[src/rtl/axis_frame_fifo_pkg.sv]
// Shared types and helpers for the store-and-forward AXI-Stream frame FIFO.
// Combinational helpers only; no latency of their own.
// No flow control here; used by the write-side full check.
package axis_frame_fifo_pkg;

  // Write-side state: accepting beats of the current frame, or discarding
  // the remainder of a frame that no longer fits.
  typedef enum logic [0:0] {
    ACCEPT = 1'b0,
    DROP   = 1'b1
  } wr_state_t;

  localparam int OCC_W = 32;

  // Number of entries between two wrap-aware pointers of width ptr_w.
  // Pointers are passed zero-extended; the difference is taken modulo
  // 2**ptr_w so that the extra wrap bit resolves full versus empty.
  function automatic logic [OCC_W-1:0] ptr_occupancy(
    input logic [OCC_W-1:0] wr_ptr,
    input logic [OCC_W-1:0] rd_ptr,
    input int               ptr_w
  );
    logic [OCC_W-1:0] mask;
    mask = (OCC_W'(1) << ptr_w) - OCC_W'(1);
    return (wr_ptr - rd_ptr) & mask;
  endfunction

endpackage

[src/rtl/axis_fifo_ram.sv]
// Simple dual-port RAM holding {tlast, tkeep, tdata} frame FIFO entries.
// Write takes effect at the clock edge; read data is registered (1 cycle).
// No flow control: the read register holds its value while i_re is low.
module axis_fifo_ram
  import axis_frame_fifo_pkg::*;
#(
  parameter  int WIDTH  = 10,
  parameter  int DEPTH  = 16,
  localparam int ADDR_W = $clog2(DEPTH)
) (
  input  logic              clk,
  input  logic              i_we,
  input  logic [ADDR_W-1:0] i_waddr,
  input  logic [WIDTH-1:0]  i_wdata,
  input  logic              i_re,
  input  logic [ADDR_W-1:0] i_raddr,
  output logic [WIDTH-1:0]  o_rdata
);

  logic [WIDTH-1:0] r_mem [DEPTH];
  logic [WIDTH-1:0] r_rdata;

  // Storage write port and registered read port; contents are never cleared.
  always_ff @(posedge clk) begin
    if (i_we) begin
      r_mem[i_waddr] <= i_wdata;
    end
    if (i_re) begin
      r_rdata <= r_mem[i_raddr];
    end
  end

  assign o_rdata = r_rdata;

endmodule

[src/rtl/axis_frame_fifo.sv]
// Store-and-forward AXI-Stream frame FIFO; drops bad and overflowing frames whole.
// Latency: first beat valid 2 cycles after the edge that accepts tlast; 1 beat/cycle.
// Write side never stalls (tready=1, overflow drops); read side honours m_axis_tready.
module axis_frame_fifo
  import axis_frame_fifo_pkg::*;
#(
  parameter int DATA_WIDTH = 8,
  parameter int KEEP_WIDTH = DATA_WIDTH / 8,
  parameter int DEPTH      = 16
) (
  input  logic                  clk,
  input  logic                  rst,
  input  logic [DATA_WIDTH-1:0] s_axis_tdata,
  input  logic [KEEP_WIDTH-1:0] s_axis_tkeep,
  input  logic                  s_axis_tvalid,
  input  logic                  s_axis_tlast,
  output logic                  s_axis_tready,
  input  logic                  bad_frame,
  output logic [DATA_WIDTH-1:0] m_axis_tdata,
  output logic [KEEP_WIDTH-1:0] m_axis_tkeep,
  output logic                  m_axis_tvalid,
  output logic                  m_axis_tlast,
  input  logic                  m_axis_tready,
  output logic                  status_good_frame,
  output logic                  status_bad_frame,
  output logic                  status_overflow
);

  localparam int ADDR_W = $clog2(DEPTH);
  localparam int PTR_W  = ADDR_W + 1;
  localparam int ENT_W  = 1 + KEEP_WIDTH + DATA_WIDTH;

  // Write-side state
  wr_state_t        r_state;
  logic [PTR_W-1:0] r_wr_ptr_cur;
  logic [PTR_W-1:0] r_wr_ptr_commit;
  logic             r_s_rdy;
  logic             r_good;
  logic             r_bad;
  logic             r_ovf;

  // Read-side state: r_pipe_vld marks valid data in the RAM read register,
  // r_m_vld/r_m_ent form the output register presented to the consumer.
  logic [PTR_W-1:0] r_rd_ptr;
  logic             r_pipe_vld;
  logic             r_m_vld;
  logic [ENT_W-1:0] r_m_ent;

  wr_state_t        w_state_nxt;
  logic [PTR_W-1:0] w_cur_nxt;
  logic [PTR_W-1:0] w_commit_nxt;
  logic             w_we;
  logic             w_good;
  logic             w_bad;
  logic             w_ovf;
  logic             w_beat;
  logic [OCC_W-1:0] w_occ;
  logic             w_full;
  logic             w_empty;
  logic             w_out_ld;
  logic             w_rd_en;
  logic [ENT_W-1:0] w_wdata;
  logic [ENT_W-1:0] w_ram_q;

  // Full is judged against the registered read pointer, so space freed by a
  // read only becomes usable on the following cycle.
  assign w_occ   = ptr_occupancy(OCC_W'(r_wr_ptr_cur), OCC_W'(r_rd_ptr), PTR_W);
  assign w_full  = (w_occ == OCC_W'(DEPTH));
  assign w_beat  = s_axis_tvalid && r_s_rdy;
  assign w_wdata = {s_axis_tlast, s_axis_tkeep, s_axis_tdata};

  // Next-state and pointer updates for the write FSM.
  always_comb begin
    w_state_nxt  = r_state;
    w_cur_nxt    = r_wr_ptr_cur;
    w_commit_nxt = r_wr_ptr_commit;
    w_we         = 1'b0;
    w_good       = 1'b0;
    w_bad        = 1'b0;
    w_ovf        = 1'b0;
    case (r_state)
      ACCEPT: begin
        if (w_beat) begin
          if (w_full) begin
            if (s_axis_tlast) begin
              // Frame ends on the beat that did not fit: drop it right away.
              w_cur_nxt = r_wr_ptr_commit;
              w_ovf     = 1'b1;
            end else begin
              w_state_nxt = DROP;
            end
          end else begin
            w_we      = 1'b1;
            w_cur_nxt = r_wr_ptr_cur + PTR_W'(1);
            if (s_axis_tlast) begin
              if (bad_frame) begin
                w_cur_nxt = r_wr_ptr_commit;
                w_bad     = 1'b1;
              end else begin
                w_commit_nxt = r_wr_ptr_cur + PTR_W'(1);
                w_good       = 1'b1;
              end
            end
          end
        end
      end
      DROP: begin
        // bad_frame is ignored here: an overflowed frame reports overflow only.
        if (w_beat && s_axis_tlast) begin
          w_cur_nxt   = r_wr_ptr_commit;
          w_ovf       = 1'b1;
          w_state_nxt = ACCEPT;
        end
      end
      default: begin
        w_state_nxt = ACCEPT;
      end
    endcase
  end

  // Write FSM state, pointers and registered status pulses.
  always_ff @(posedge clk or posedge rst) begin
    if (rst) begin
      r_state         <= ACCEPT;
      r_wr_ptr_cur    <= '0;
      r_wr_ptr_commit <= '0;
      r_s_rdy         <= 1'b0;
      r_good          <= 1'b0;
      r_bad           <= 1'b0;
      r_ovf           <= 1'b0;
    end else begin
      r_state         <= w_state_nxt;
      r_wr_ptr_cur    <= w_cur_nxt;
      r_wr_ptr_commit <= w_commit_nxt;
      r_s_rdy         <= 1'b1;
      r_good          <= w_good;
      r_bad           <= w_bad;
      r_ovf           <= w_ovf;
    end
  end

  // Only committed data is visible to the reader. A RAM read is issued when
  // the read register is empty or is being moved into the output register.
  assign w_empty  = (r_rd_ptr == r_wr_ptr_commit);
  assign w_out_ld = !r_m_vld || m_axis_tready;
  assign w_rd_en  = !w_empty && (!r_pipe_vld || w_out_ld);

  axis_fifo_ram #(
    .WIDTH (ENT_W),
    .DEPTH (DEPTH)
  ) u_ram (
    .clk     (clk),
    .i_we    (w_we),
    .i_waddr (r_wr_ptr_cur[ADDR_W-1:0]),
    .i_wdata (w_wdata),
    .i_re    (w_rd_en),
    .i_raddr (r_rd_ptr[ADDR_W-1:0]),
    .o_rdata (w_ram_q)
  );

  // Read pointer, RAM read-valid stage and output register with refill on pop.
  always_ff @(posedge clk or posedge rst) begin
    if (rst) begin
      r_rd_ptr   <= '0;
      r_pipe_vld <= 1'b0;
      r_m_vld    <= 1'b0;
      r_m_ent    <= '0;
    end else begin
      if (w_rd_en) begin
        r_rd_ptr   <= r_rd_ptr + PTR_W'(1);
        r_pipe_vld <= 1'b1;
      end else if (w_out_ld) begin
        r_pipe_vld <= 1'b0;
      end
      if (w_out_ld) begin
        r_m_vld <= r_pipe_vld;
        if (r_pipe_vld) begin
          r_m_ent <= w_ram_q;
        end
      end
    end
  end

  assign s_axis_tready     = r_s_rdy;
  assign m_axis_tvalid     = r_m_vld;
  assign m_axis_tdata      = r_m_ent[DATA_WIDTH-1:0];
  assign m_axis_tkeep      = r_m_ent[DATA_WIDTH +: KEEP_WIDTH];
  assign m_axis_tlast      = r_m_ent[ENT_W-1];
  assign status_good_frame = r_good;
  assign status_bad_frame  = r_bad;
  assign status_overflow   = r_ovf;

endmodule

[config.mk]
export PLATFORM = sky130hd
export DESIGN_NAME = axis_frame_fifo
export DESIGN_NICKNAME = d
export VERILOG_FILES = /design/src/rtl/axis_frame_fifo_pkg.sv /design/src/rtl/axis_fifo_ram.sv /design/src/rtl/axis_frame_fifo.sv
export SDC_FILE = /design/constraint.sdc
export NUM_CORES = 1
export LEC_CHECK = 0
export BUFFER_PORTS_ARGS = -buffer_cell sky130_fd_sc_hd__buf_2
export CAP_MARGIN = 20
export CORE_ASPECT_RATIO = 2
export CORE_UTILIZATION = 60
export CTS_BUF_LIST = sky130_fd_sc_hd__clkbuf_16
export DETAILED_ROUTE_END_ITERATION = 8
export GPL_TIMING_DRIVEN = 0
export PLACE_DENSITY_LB_ADDON = 0.25
export SYNTH_ARGS = -nofsm -noshare
export SYNTH_HDL_FRONTEND = slang
export SYNTH_SLANG_ARGS = --single-unit
[constraint.sdc]
create_clock -name clk -period 6.4 [get_ports clk]
set_clock_uncertainty 0.15 [all_clocks]
set_input_delay 0.64 -clock clk [delete_from_list [all_inputs] [get_ports clk]]
set_output_delay 0.64 -clock clk [all_outputs]
set_load 0.005 [all_outputs]
==> results by stage <==
Yosys:
- The share of flip-flops with an asynchronous set or reset after synthesis is 0.158.
- After synthesis the cells add up to 0.00829 sq mm.
- Synthesis produced a netlist whose cell count is ~470.
- Counting distinct cell types in the post-synthesis netlist gives 45.
- By area the synthesized netlist is led by edfxtp_1 62%, mux4_2 11%, dfrtp_1 9.7%.
- The share of the Yosys chip area taken by registers is 0.713.
- The share of synthesized area in the top cell type comes to 0.616.
- The yosys synthesis warning count is 0.
- By count the netlist is led by 170 x edfxtp_1, 51 x nand2_1, 40 x mux4_2.
- Synthesis produced a netlist with a net count of roughly 500.
- The most area-hungry cell type in the Yosys netlist is edfxtp_1.
- The count of flip-flops with a built-in enable after synthesis is 170.
- The post-synthesis sequential element count is 202.
- The average instance in the mapped netlist occupies around 18 sq um.
- The predominant post-synthesis flop cell is edfxtp_1.
- The cell with the most instances after synthesis is edfxtp_1.

Clock tree:
- The clock passes through at most 3 buffers.
- The clock insertion delay at the later pin of the skew report is 480 ps.
- The clock tree from TritonCTS is built.
- The number of buffers inserted to repair setup after CTS is 0.
- The number of clock sinks is 202.
- The buffer cell driving the clock tree root is clkbuf_16.
- Post-CTS repair changed the size of 0 cells.
- The number of hold buffers added after CTS was 0.
- The depth of the CTS H-tree is 1.
- The clock-pin slew of the registers on the worst-case setup and hold paths is approximately 60 ps.
- TritonCTS created 18 clock buffers.

Layout:
- The growth of design area from synthesis to finish is 11.8%.
- The area taken by flip-flops and latches is 0.00591 sq mm.
- The multi-input combinational cells in the finished layout cover a total of 0.00225 sq mm.
- The post-layout instance count excluding filler cells is about 690.
- After the last flow step, the layout net total stands at 551.
- Summing all non-filler instances in the final layout gives an area of 0.00927 sq mm.
- After filler insertion, the fill cell instance count of the layout stands at 901.
- Of the cells placed in the final design, the portion with a size suffix greater than 1 is 0.250.
- The number of diodes is 0.

Critical path:
- Of all nets on the critical path, the largest fanout is 10.
- The kind of end point of the critical path is a flip-flop.
- Counting both buffers and inverters, the worst setup path holds a total of 6.
- The required time at the worst-slack endpoint is 6440 ps.
- Among all stages on the critical path, the largest delay is contributed by nor4b_2.
- The critical path is of the flip-flop to flip-flop type.
- The signal on the critical path passes through clkbuf_1, buf_2, inv_1, clkbuf_1, ha_1, and3_2, o211ai_1, nand3_1, buf_2, nor4b_2, buf_4.
- The type of element launching the critical path is a flip-flop.
- The arrival time of the worst setup path is between 4000 and 5000 ps.
- The maximum single-stage delay on the critical path is 690 ps.
- The cell class contributing the biggest share of worst-path delay is buffers and inverters.

Job:
- Max-cap violations in this run came to 0.

Route:
- The number of DRC violations after detailed routing is 0.
- The final antenna-violating net count is 0.
- In the final routed layout, each cell accounts on average for around 26 microns.
- The total length of routed wires is 17,900 microns.
- Dividing the detail-routed via count by the number of cells gives 6.45.
- For this block, the initial DRC count from the detailed router was ~330.
- The via count is 4,465.
- The first TritonRoute pass finished after 6 iterations.

Die:
- In this run the vertical extent of the chip is 168 microns.
- For this design the top-level I/O count stands at 30.
- The die span in x is ~85 microns.
- The placeable core region is 0.0134 sq mm.
- The initial utilization of the core area, before any placement, comes to 0.617.
- The die covers 0.0143 sq mm.
- The floorplan row count is 60.

Pwr:
- The fraction of power consumed by sequential logic is 0.422.
- The internal power is 2.76 mW.
- Of the total power, combinational logic draws 0.327.
- For this design the static power due to leakage is 3.27 nW.
- The power per cell area is around 440 mW/mm^2.
- The analysis attributes to net switching a power of 1.30 mW.
- Of the total power, the share spent switching nets is 0.320.
- The maximum VDD drop is 0.000259 V.
- The relative contribution of the clock network to total power is 0.251.
- The design draws 4.06 mW.

Timing:
- The final period utilization is 0.650.
- The worst slew margin relative to its limit is 0.333.
- The final number of max-transition violations is 0.
- Setup violations remaining at the end of the flow were counted as 0.
- At the pin with the least slew margin, the transition time is 997 ps.
- Setup repair after global routing left no endpoint under its margin.
- Static timing analysis puts the maximum clock frequency at ~0.24 GHz.
- The setup slack of the critical path after layout is 2240 ps.
- Setup total negative slack on the finished layout was measured at 0 ps.
- Subtracting the final worst setup slack from the clock period gives 4160 ps.
- The final count of hold timing violations is 0.

Global routing:
- The aggregate global routing overflow is 0.
- The number of global-route vias before repair is 4,720.
- The global-route wire length before repair is ~27,000 microns.
- The pin count of the biggest net entering global routing is 24.
- The initial antenna violation count is 0.
- In the global route stage, overall resource usage came out at 0.265.

Worst hold path:
- In this run the worst hold path is classified as input pin to async pin.

Placed design:
- The last weighted congestion value of the routability-driven placer is 0.907.
- The cell count after placement is 662.
- The placement-stage worst setup slack is 2220 ps.
- The count of buffers from port buffering is 29.
- The HPWL reported at the end of detailed placement is 12,200 microns.
- The area after detailed placement is 0.00872 sq mm.

Run status:
- The flow ran to the end, and the final reports show no timing, DRC or antenna violations.
-- metal layers --
| layer | wire (microns) | vias up | share of wire | track usage |
|---|---|---|---|---|
| met2 | 9510 | 159 | 0.53 | 0.466 |
| met1 | 6370 | 2291 | 0.36 | 0.296 |
| li1 | - | 1959 | - | - |
| met3 | 713 | 56 | 0.040 | 0.0368 |
| met5 | 0 | - | 0 | 0 |
| met4 | 1310 | 0 | 0.073 | 0.179 |
-- path summary, 6_finish.rpt --
kind | endpoint | from | slack [ps] | cells after the start
setup / recovery | u_ram.r_mem[1][4] | r_rd_ptr[2] | 2240 | 11
min in group clk | status_good_frame | bad_frame | 270 | 2
setup reg to reg | u_ram.r_mem[1][4] | r_rd_ptr[2] | 2240 | 11
hold / removal | r_m_ent[3] | rst | 20 | 2
max in group asynchronous | r_wr_ptr_cur[1] | rst | 5600 | 3
hold reg to reg | r_m_ent[9] | u_ram.o_rdata[9] | 330 | 1
-- metrics by stage --
step	util	hold WS, ps
after floorplan	-	305
after global placement	0.642	311
after detailed placement	0.649	318
after CTS	0.690	26.1
after global routing	0.690	53.4
final	0.690	21.9
-- logic make-up (layout without fill, tap and decap cells) --
logic type                 count (synthesis)  after routing  synth area share
buffers and inverters                     37            101            0.0201
other                                      1              1          0.000453
muxes                                     58             58             0.133
and+or+nand+nor                          116            116            0.0719
xor gates and xnor gates                  14             14            0.0148
adders and majority gates                  9              9            0.0136
AOI/OAI and AO/OA                         36             36            0.0337
DFF                                      202            202             0.713
-- power by group through the flow --
stage	sequential [mW]	combinational, mW	clock (mW)
after floorplan	1.71	0.918	0
after global placement	1.73	1.27	0
after detailed placement	1.74	1.32	0
after CTS	1.71	1.33	1.03
after global routing	1.73	1.42	1.07
final	1.71	1.33	1.02
-- worst register-to-register path, delay by kind of cell, from the launching register on --
family                     cells  cell delay (ps)
and+or+nand+nor                3             1070
adders and majority gates      1              410
DFF                            1              320
buffers and inverters          6             1720
AOI/OAI and AO/OA              1              210
-- layout by cell type (no fill, tap or decap), drive strengths merged, types with 7 or more instances in the layout --
master | synthesis | final
edfxtp | 170 | 170
nand2 | 51 | 51
buf | 11 | 45
mux4 | 40 | 40
clkbuf | 15 | 34
dfrtp | 32 | 32
inv | 11 | 17
mux2 | 16 | 16
nor2 | 15 | 15
and3 | 13 | 13
a31oi | 11 | 11
nand3 | 10 | 10
ha | 9 | 9
o211ai | 8 | 8
xor2 | 7 | 7
xnor2 | 7 | 7
-- final cells by class --
class                      count  area share
sequential                   202       0.637
timing repair buffer          34      0.0219
tap                          155      0.0209
multi-input combinational    234       0.243
inverter                      11     0.00446
buffer                        26      0.0135
clock buffer                  19      0.0513
clock inverter                11     0.00797
-- state kept, by name (all words and copies together), names as in the netlist --
register / flops
u_ram.r_mem: 160
r_wr_ptr_cur: 5
r_pipe_vld: 1
r_m_ent: 10
status_good_frame: 1
r_state: 1
u_ram.o_rdata: 10
status_overflow: 1
r_wr_ptr_commit: 5
m_axis_tvalid: 1
s_axis_tready: 1
r_rd_ptr: 5
status_bad_frame: 1
(Power assumes the default switching activity.)
